--- src/rtl/output_accumulator_bank.sv ---
// Output-layer accumulator bank: round-robin MAC into NUM_OUT accumulators,
// then drains scaled, saturated words to the output RAM (one write per cycle).
//
// Ports:
//   clock, clear_n (async active-low reset)
//   en             - start pulse, taken only in IDLE
//   active_z/m     - signed activation / weight
//   next_element   - product strobe; last_element ends the pass
//   output_ram_*   - drain write port (address, data, enable, write)
//   busy / done    - pass in progress / one-cycle drain-complete pulse
//   sat_flag       - sticky, some drained word was clamped this pass
module output_accumulator_bank #(
    parameter int NUM_OUT   = 8,
    parameter int ADDR_W    = 3,
    parameter int DATA_W    = 16,
    parameter int ACC_W     = 32,
    parameter int FRAC_BITS = 8
) (
    input  logic              clock,
    input  logic              clear_n,
    input  logic              en,
    input  logic [DATA_W-1:0] active_z,
    input  logic [DATA_W-1:0] active_m,
    input  logic              next_element,
    input  logic              last_element,
    output logic [ADDR_W-1:0] output_ram_address,
    output logic [DATA_W-1:0] output_ram_data,
    output logic              output_ram_enable,
    output logic              output_ram_write,
    output logic              busy,
    output logic              done,
    output logic              sat_flag
);

    typedef enum logic [1:0] {
        S_IDLE,
        S_ACCUM,
        S_DRAIN,
        S_DONE
    } state_t;

    localparam logic [ADDR_W-1:0] LAST_IDX = ADDR_W'(NUM_OUT - 1);

    // Clamp bounds expressed at accumulator width.
    localparam logic signed [ACC_W-1:0] WMAX =
        {{(ACC_W-DATA_W+1){1'b0}}, {(DATA_W-1){1'b1}}};
    localparam logic signed [ACC_W-1:0] WMIN = ~WMAX;

    state_t state_q, state_d;

    logic signed [ACC_W-1:0] acc_q [NUM_OUT];
    logic signed [ACC_W-1:0] acc_d [NUM_OUT];

    logic [ADDR_W-1:0] ptr_q, ptr_d;
    logic [ADDR_W-1:0] addr_q, addr_d;
    logic [DATA_W-1:0] data_q, data_d;
    logic              wen_q, wen_d;
    logic              busy_q, busy_d;
    logic              done_q, done_d;
    logic              sat_q, sat_d;

    logic signed [2*DATA_W-1:0] prod;
    logic signed [ACC_W-1:0]    prod_ext;
    logic [ADDR_W-1:0]          nxt_addr;
    logic [ADDR_W-1:0]          sel_idx;
    logic signed [ACC_W-1:0]    drain_src;
    logic signed [ACC_W-1:0]    shifted;
    logic [DATA_W-1:0]          word;
    logic                       clamp;

    assign prod     = $signed(active_z) * $signed(active_m);
    assign prod_ext = ACC_W'(prod);
    assign nxt_addr = addr_q + ADDR_W'(1);

    // State register and all datapath/output flops.
    always_ff @(posedge clock or negedge clear_n) begin
        if (!clear_n) begin
            state_q <= S_IDLE;
            for (int i = 0; i < NUM_OUT; i++) acc_q[i] <= '0;
            ptr_q  <= '0;
            addr_q <= '0;
            data_q <= '0;
            wen_q  <= 1'b0;
            busy_q <= 1'b0;
            done_q <= 1'b0;
            sat_q  <= 1'b0;
        end else begin
            state_q <= state_d;
            for (int i = 0; i < NUM_OUT; i++) acc_q[i] <= acc_d[i];
            ptr_q  <= ptr_d;
            addr_q <= addr_d;
            data_q <= data_d;
            wen_q  <= wen_d;
            busy_q <= busy_d;
            done_q <= done_d;
            sat_q  <= sat_d;
        end
    end

    // Next-state logic.
    always_comb begin
        state_d = state_q;
        unique case (state_q)
            S_IDLE:  if (en) state_d = S_ACCUM;
            S_ACCUM: if (last_element) state_d = S_DRAIN;
            S_DRAIN: if (addr_q == LAST_IDX) state_d = S_DONE;
            S_DONE:  state_d = S_IDLE;
            default: state_d = S_IDLE;
        endcase
    end

    // Accumulator array and round-robin pointer.
    always_comb begin
        ptr_d = ptr_q;
        for (int i = 0; i < NUM_OUT; i++) acc_d[i] = acc_q[i];
        if (state_q == S_IDLE && en) begin
            ptr_d = '0;
            for (int i = 0; i < NUM_OUT; i++) acc_d[i] = '0;
        end else if (state_q == S_ACCUM && next_element) begin
            ptr_d = (ptr_q == LAST_IDX) ? '0 : ptr_q + ADDR_W'(1);
            for (int i = 0; i < NUM_OUT; i++) begin
                if (ADDR_W'(i) == ptr_q) acc_d[i] = acc_q[i] + prod_ext;
            end
        end
    end

    // Word 0 is launched on the last_element edge, so it must see the
    // same-cycle product; later words come straight from the flops.
    always_comb begin
        sel_idx   = (state_q == S_ACCUM) ? '0 : nxt_addr;
        drain_src = '0;
        for (int i = 0; i < NUM_OUT; i++) begin
            if (ADDR_W'(i) == sel_idx) begin
                drain_src = (state_q == S_ACCUM) ? acc_d[i] : acc_q[i];
            end
        end
        shifted = drain_src >>> FRAC_BITS;
        clamp   = 1'b0;
        word    = shifted[DATA_W-1:0];
        if (shifted > WMAX) begin
            word  = WMAX[DATA_W-1:0];
            clamp = 1'b1;
        end else if (shifted < WMIN) begin
            word  = WMIN[DATA_W-1:0];
            clamp = 1'b1;
        end
    end

    // Registered outputs.
    always_comb begin
        addr_d = '0;
        data_d = '0;
        wen_d  = 1'b0;
        done_d = 1'b0;
        sat_d  = sat_q;
        busy_d = (state_d == S_ACCUM) || (state_d == S_DRAIN);
        unique case (state_q)
            S_IDLE: begin
                if (en) sat_d = 1'b0;
            end
            S_ACCUM: begin
                if (last_element) begin
                    wen_d  = 1'b1;
                    data_d = word;
                    sat_d  = sat_q | clamp;
                end
            end
            S_DRAIN: begin
                if (addr_q == LAST_IDX) begin
                    done_d = 1'b1;
                end else begin
                    wen_d  = 1'b1;
                    addr_d = nxt_addr;
                    data_d = word;
                    sat_d  = sat_q | clamp;
                end
            end
            default: ;
        endcase
    end

    assign output_ram_address = addr_q;
    assign output_ram_data    = data_q;
    assign output_ram_enable  = wen_q;
    assign output_ram_write   = wen_q;
    assign busy               = busy_q;
    assign done               = done_q;
    assign sat_flag           = sat_q;

endmodule

--- config.mk ---
export PLATFORM = sky130hd
export DESIGN_NAME = output_accumulator_bank
export DESIGN_NICKNAME = d
export VERILOG_FILES = /design/src/rtl/output_accumulator_bank.sv
export SDC_FILE = /design/constraint.sdc
export NUM_CORES = 2
export LEC_CHECK = 0
export BUFFER_PORTS_ARGS = -buffer_cell sky130_fd_sc_hd__buf_2
export CELL_PAD_IN_SITES_DETAIL_PLACEMENT = 0
export CELL_PAD_IN_SITES_GLOBAL_PLACEMENT = 2
export CORE_AREA = 4 4 309 311
export CTS_CLUSTER_DIAMETER = 60
export DETAILED_ROUTE_END_ITERATION = 12
export DIE_AREA = 0 0 313 315
export GPL_ROUTABILITY_DRIVEN = 0
export PLACE_DENSITY_LB_ADDON = 0.1
export SLEW_MARGIN = 30
export SYNTH_ARGS = -nofsm -noshare
export SYNTH_HDL_FRONTEND = slang
export SYNTH_SLANG_ARGS = --single-unit
--- constraint.sdc ---
create_clock -name clock -period 3.35 [get_ports clock]
set_input_delay 0 -clock clock [delete_from_list [all_inputs] [get_ports clock]]
set_output_delay 0 -clock clock [all_outputs]
set_load 0.02 [all_outputs]
== After elaboration in Yosys (flattened, before gate mapping) ==
Cells that the tools add are included.

* Bits of input ports: 37
* Bits in registers: 284
* Output and inout bits: 24
* Word-level logic and storage cells: 115

* Add/subtract/negate cells: 10
* Reduce and logical (&&, ||, !) cells: 9
* Eq/ne operators: 24
* Muxes and demuxes: 52
* Bitwise operators: 1
* $mul: 1
* $lt $le $gt $ge: 2

{| class="wikitable"
|+ Operators with widths
! operator !! count
|-
| $mux W32 || 24
|-
| $mux W256 || 2
|-
| $add A32 B32 Y32 || 8
|-
| $mux W16 || 4
|-
| $mul A16 B16 Y32 || 1
|-
| $pmux W16 S2 || 1
|-
| $eq A3 B3 Y1 const A || 8
|-
| $gt A24 B16 Y1 const B || 1
|-
| $lt A24 B16 Y1 const B || 1
|-
| $mux W3 || 6
|-
| $eq A2 B3 Y1 const A || 4
|-
| $mux W1 || 9
|-
| $pmux W2 S4 || 1
|-
| $add A3 B1 Y3 const B || 2
|-
| $eq A1 B3 Y1 const A || 2
|-
| $eq A2 B2 Y1 const B || 3
|-
| $eq A3 B3 Y1 const B || 2
|-
| $logic_not A3 Y1 || 2
|-
| $mux W2 || 3
|-
| $ne A2 B2 Y1 const B || 3
|-
| $eq A2 B1 Y1 const B || 2
|-
| $reduce_and A4 Y1 || 1
|-
| $pmux W1 S3 || 1
|-
| $reduce_bool A3 Y1 || 1
|-
| other kinds (6) || 7
|}

== Depth between registers and ports, before layout ==
* Word-level depth: 20
* Depth in mapped cells: 40

== Least setup slack after synthesis ==
Ideal clock, no wire load.

* Path kind: input-to-reg
* Start: in active_m[1]
* End: reg data_q[10], in the netlist output_ram_data[10]
* Data required time: 3.221 ns
* Setup time: 0.129 ns
* Data arrival time: 7.762 ns
* Path buffers: 3
* Slack: -4.540 ns
* Cell stages on the path: 34
* Path through: clkbuf_1 -> nand2_1 -> fa_1 -> fa_1 -> fa_1 -> fa_1 -> inv_1 -> fa_1 -> inv_1 -> fa_1 -> inv_1 -> ha_1 -> nor3_1 -> nand2_1 -> o2111a_1 -> or2_1 -> a31oi_1 -> a211oi_1 -> a221o_1 -> o41ai_1 -> o21bai_1 -> xor2_1 -> ha_1 -> clkbuf_1 -> a21oi_1 -> nor2b_1 -> o21ai_0 -> o21ai_0 -> nor2_1 -> o21ai_0 -> a31oi_1 -> a21o_1 -> buf_6 -> a21oi_2

* Cells in the longest elaborated chain, start to end: 19
* Elaborated cells between the ends (all ways): 42
* Classes of those cells: 8 x add/sub; 1 x mul; 2 x order compare; 31 x mux

{| class="wikitable"
|+ Ends and longest elaborated chain
! what !! RTL line !! RTL
|-
| start: declaration || 23 || <nowiki>input logic [DATA_W-1:0] active_m,</nowiki>
|-
| $mul A16 B16 Y32 * || 71 || <nowiki>assign prod = $signed(active_z) * $signed(active_m);</nowiki>
|-
| $add A32 B32 Y32 || 122 || <nowiki>if (ADDR_W'(i) == ptr_q) acc_d[i] = acc_q[i] + prod_ext;</nowiki>
|-
| $mux W32 || 122 ||
|-
| $mux W256 * || 119 || <nowiki>end else if (state_q == S_ACCUM && next_element) begin</nowiki>
|-
| $mux W256 * || 116 || <nowiki>if (state_q == S_IDLE && en) begin</nowiki>
|-
| $mux W32 || 134 || <nowiki>drain_src = (state_q == S_ACCUM) ? acc_d[i] : acc_q[i];</nowiki>
|-
| $mux W32 (7 in series) || 133 || <nowiki>if (ADDR_W'(i) == sel_idx) begin</nowiki>
|-
| $mux W32 * || 133 ||
|-
| $lt A24 B16 Y1 || 143 || <nowiki>end else if (shifted < WMIN) begin</nowiki>
|-
| $mux W16 || 143 ||
|-
| $mux W16 * || 140 || <nowiki>if (shifted > WMAX) begin</nowiki>
|-
| $mux W16 (on tied branches) || 169, 162 ||
|-
| $pmux W16 S2 * || 157 || <nowiki>unique case (state_q)</nowiki>
|-
| named net data_d[10] || 56 || <nowiki>logic [DATA_W-1:0] data_q, data_d;</nowiki>
|-
| end signal: assignment || 92 || <nowiki>data_q <= data_d;</nowiki>
|-
| end: declaration || 56 ||
|}

Mark *: on every way through the listed nets, which the timed path passes. The rest lies on a longest branch.
A chain may end at the register's enable or synchronous reset.

== Worst setup path after layout ==
* Start: in active_m[4]
* End: reg data_q[2], in the netlist output_ram_data[2]

Same word-level chain as after synthesis.

==> impl_metrics.toml <==
[timing]
setup_ws_ns = -3.92
min_period_over_period_pct = 217
final-setup-viol-count = 239
slew_headroom_pct = 31.3
finalHoldViolations = 0
period_needed_ns = 7.27
fin_skew_ns = 0.0173
slew_viol_final = 0
rsz0062_at_grt = "yes"
max_freq_mhz = 138
tightest_slew_ns = 1.03

[floorplan]
io_pins = 61
die_area_sq_um = 98600
die_w_microns = 313
rows = 112
coreArea_sq_um = 92800
die_y_microns = 315
start_util_pct = 36.7

[critical_path]
worst_setup_path_start_kind = "primary input"
worstReg2RegStart = "acc_q[224]"
cp.arrival_ns = 7.70
cp_slowest_stage_delay_ns = 0.56
crit_fanout = 8
crit_type = "primary input to register"
critical_path.startpoint = "active_m[4]"
cp_data_required_time_ns = 3.78
r2r_cells = 16
endpoint_kind = "register"
cp_slowest_cell = "fa_1"
worst_path_most_repeated_cell = "fa_1"

[detailed_routing]
drc = 0
wire_per_inst_microns = 18.5
vias = 32800
via_per_inst = 5.13
drt-initial-drc-count = 1840
first_pass_iters = 5
detail-route-antenna-nets = 0
drt_wl_total_microns = 119000

[status]
failed_checks = "setup timing"
outcome = "finished, violations left"

[synthesis]
yosysTopAreaCellShare_pct = 20.9
synth_edf_count = 0
syn_avg_cell_area_sq_um = 8.33
synthCells = 4092
synth_area_leaders = "dfrtp_1, fa_1, ha_1, a21oi_1, nand2_1"
ys_seq_area_share_pct = 20.9
synth_top_area_cell = "dfrtp_1"
syn_nets = 4742
yosysWarnings = 0
synth_seq_cells = 284
synth.distinct_cells = 78
synthFlopType = "dfrtp_1"
syn-cell-area_sq_um = 34100
synth-async-reset-ratio_pct = 100
synth.top_cells.by_count = "nand2_1, a21oi_1, inv_1"
synth.most_common_cell = "nand2_1"

[clock_tree]
cts.sinks = 284
h-tree-depth = 2
tritoncts = "done"
clk_path_buf_depth = 3
root_buffer = "clkbuf_16"
cts.clk_slew.worst_paths_ns = 0.06
clk_latency_ns = 0.57
cts_buffers = 44

[final_layout]
fill_cells = 8641
syn_to_final_growth_pct = 47.4
stdcell_count = 6391
drive_gt1_share_pct = 36.0
fin_nets = 5755
antenna_cells = 0
multi_input_area_sq_um = 29500
regArea_sq_um = 7110

[placed_design]
port_buffers = 60
placed_cells = 6205
dp_hpwl_microns = 94100

[global_route]
grt_antenna_before_repair = 0
grt_pass1_vias = 34300
track_usage_pct = 24.2
grt_pass1_wl_microns = 191000
grt_max_degree = 123
overflow = 0

[min_path]
hold_path_class = "primary input to asynchronous set/reset pin"

[run]
maxCapViolCount = 0
[cells by family (layout without fill, tap and decap cells)]
group,after synthesis,in the layout,share of synthesized area [%]
buffers and inverters,524,1568,5.85
adders and majority gates,613,613,28.4
muxes,27,27,0.837
AOI/OAI and AO/OA,1081,1081,19.9
DFF,284,284,20.9
and+or+nand+nor,1345,1346,18.5
xor gates and xnor gates,218,218,5.60
[path summary, 6_finish.rpt]
kind,to,slack (ns)
setup / recovery,output_ram_data[2],-3.92
hold / removal,acc_q[129],0.04
setup reg to reg,output_ram_data[2],-0.63
hold reg to reg,acc_q[100],0.52
max in group asynchronous,output_ram_address[0],2.39
min in group clock,acc_q[224],0.19
[per-stage QoR]
step                hold WS (ns)  util [%]  setup TNS [ns]  worst slack (ns)  instance area, sq um
CTS                       0.0368      52.8         -626.51             -3.95                 49000
global route              0.0992      54.2         -686.13             -4.21                 50200
global placement          0.0642      48.6         -791.00             -4.71                 45100
finish                    0.0432      54.2         -621.05             -3.92                 50200
floorplan                 -0.296         -         -595.08             -4.16                 36500
detailed placement        0.0690      48.6         -789.62             -4.72                 45100
[routing by layer]
layer  wire length (microns)  global-route usage (%)
met1                   55600                    33.3
met2                   57300                    42.1
met3                    3390                    1.60
met4                    2230                    4.65
met5                       0                       0
[registers in the layout, indices dropped and copies added (netlist names)]
| register | flops |
|---|---|
| output_ram_address | 3 |
| state_q | 2 |
| sat_flag | 1 |
| done | 1 |
| output_ram_enable | 1 |
| acc_q | 256 |
| output_ram_data | 16 |
| ptr_q | 3 |
| busy | 1 |
[worst max-delay path: cells and delay by family]
kind | cells | cell delay, ns
AOI/OAI and AO/OA | 11 | 2.00
xor gates and xnor gates | 2 | 0.36
adders and majority gates | 8 | 3.40
and+or+nand+nor | 8 | 1.48
buffers and inverters | 6 | 0.44
[what timing repair did]
action | CTS | global route
hold buffers | 5 | 0
setup buffers | 85 | 41
endpoints found under the setup margin | 239 | 241
endpoints found under the hold margin | 94 | 0
pin swaps | 266 | 156
cloned | 2 | 0
resized for setup | 355 | 224
[layout make-up]
| type | count | share of cell area (%) |
|---|---|---|
| Clock inverter | 22 | 0.620 |
| Sequential cell | 284 | 14.1 |
| Multi-Input combinational cell | 3285 | 58.7 |
| Inverter | 372 | 2.78 |
| Tap cell | 1254 | 3.12 |
| Timing Repair Buffer | 1118 | 18.2 |
| Clock buffer | 56 | 2.46 |
[cells in the final DEF, fill, tap and decap left out, types with 24 or more instances in the layout]
cell	synthesis	layout
clkbuf_16	0	45
dfrtp_1	284	283
a211oi_1	49	32
ha_1	343	221
nand3_1	84	67
o21ai_2	1	31
a21oi_1	427	279
o211ai_1	25	25
buf_12	0	33
buf_4	1	930
xor2_1	53	47
nor2_1	237	204
a21oi_4	0	24
xnor2_1	165	133
or3_1	34	28
o21ai_0	157	83
nand2_1	564	537
o21ai_1	12	47
xnor2_2	0	26
inv_1	372	356
ha_4	0	114
o21a_1	55	54
fa_1	270	262
a21oi_2	11	135
a21o_1	98	95
buf_6	3	92
buf_2	1	44
nor2b_1	50	42
o21bai_1	32	28
a22oi_1	35	34
and2_1	140	124
nor3_1	76	53
nand2b_1	44	41
Power is left out: the tool's default activity adds up to more than one toggle a clock period on the data nets, which glitch-free logic cannot reach.
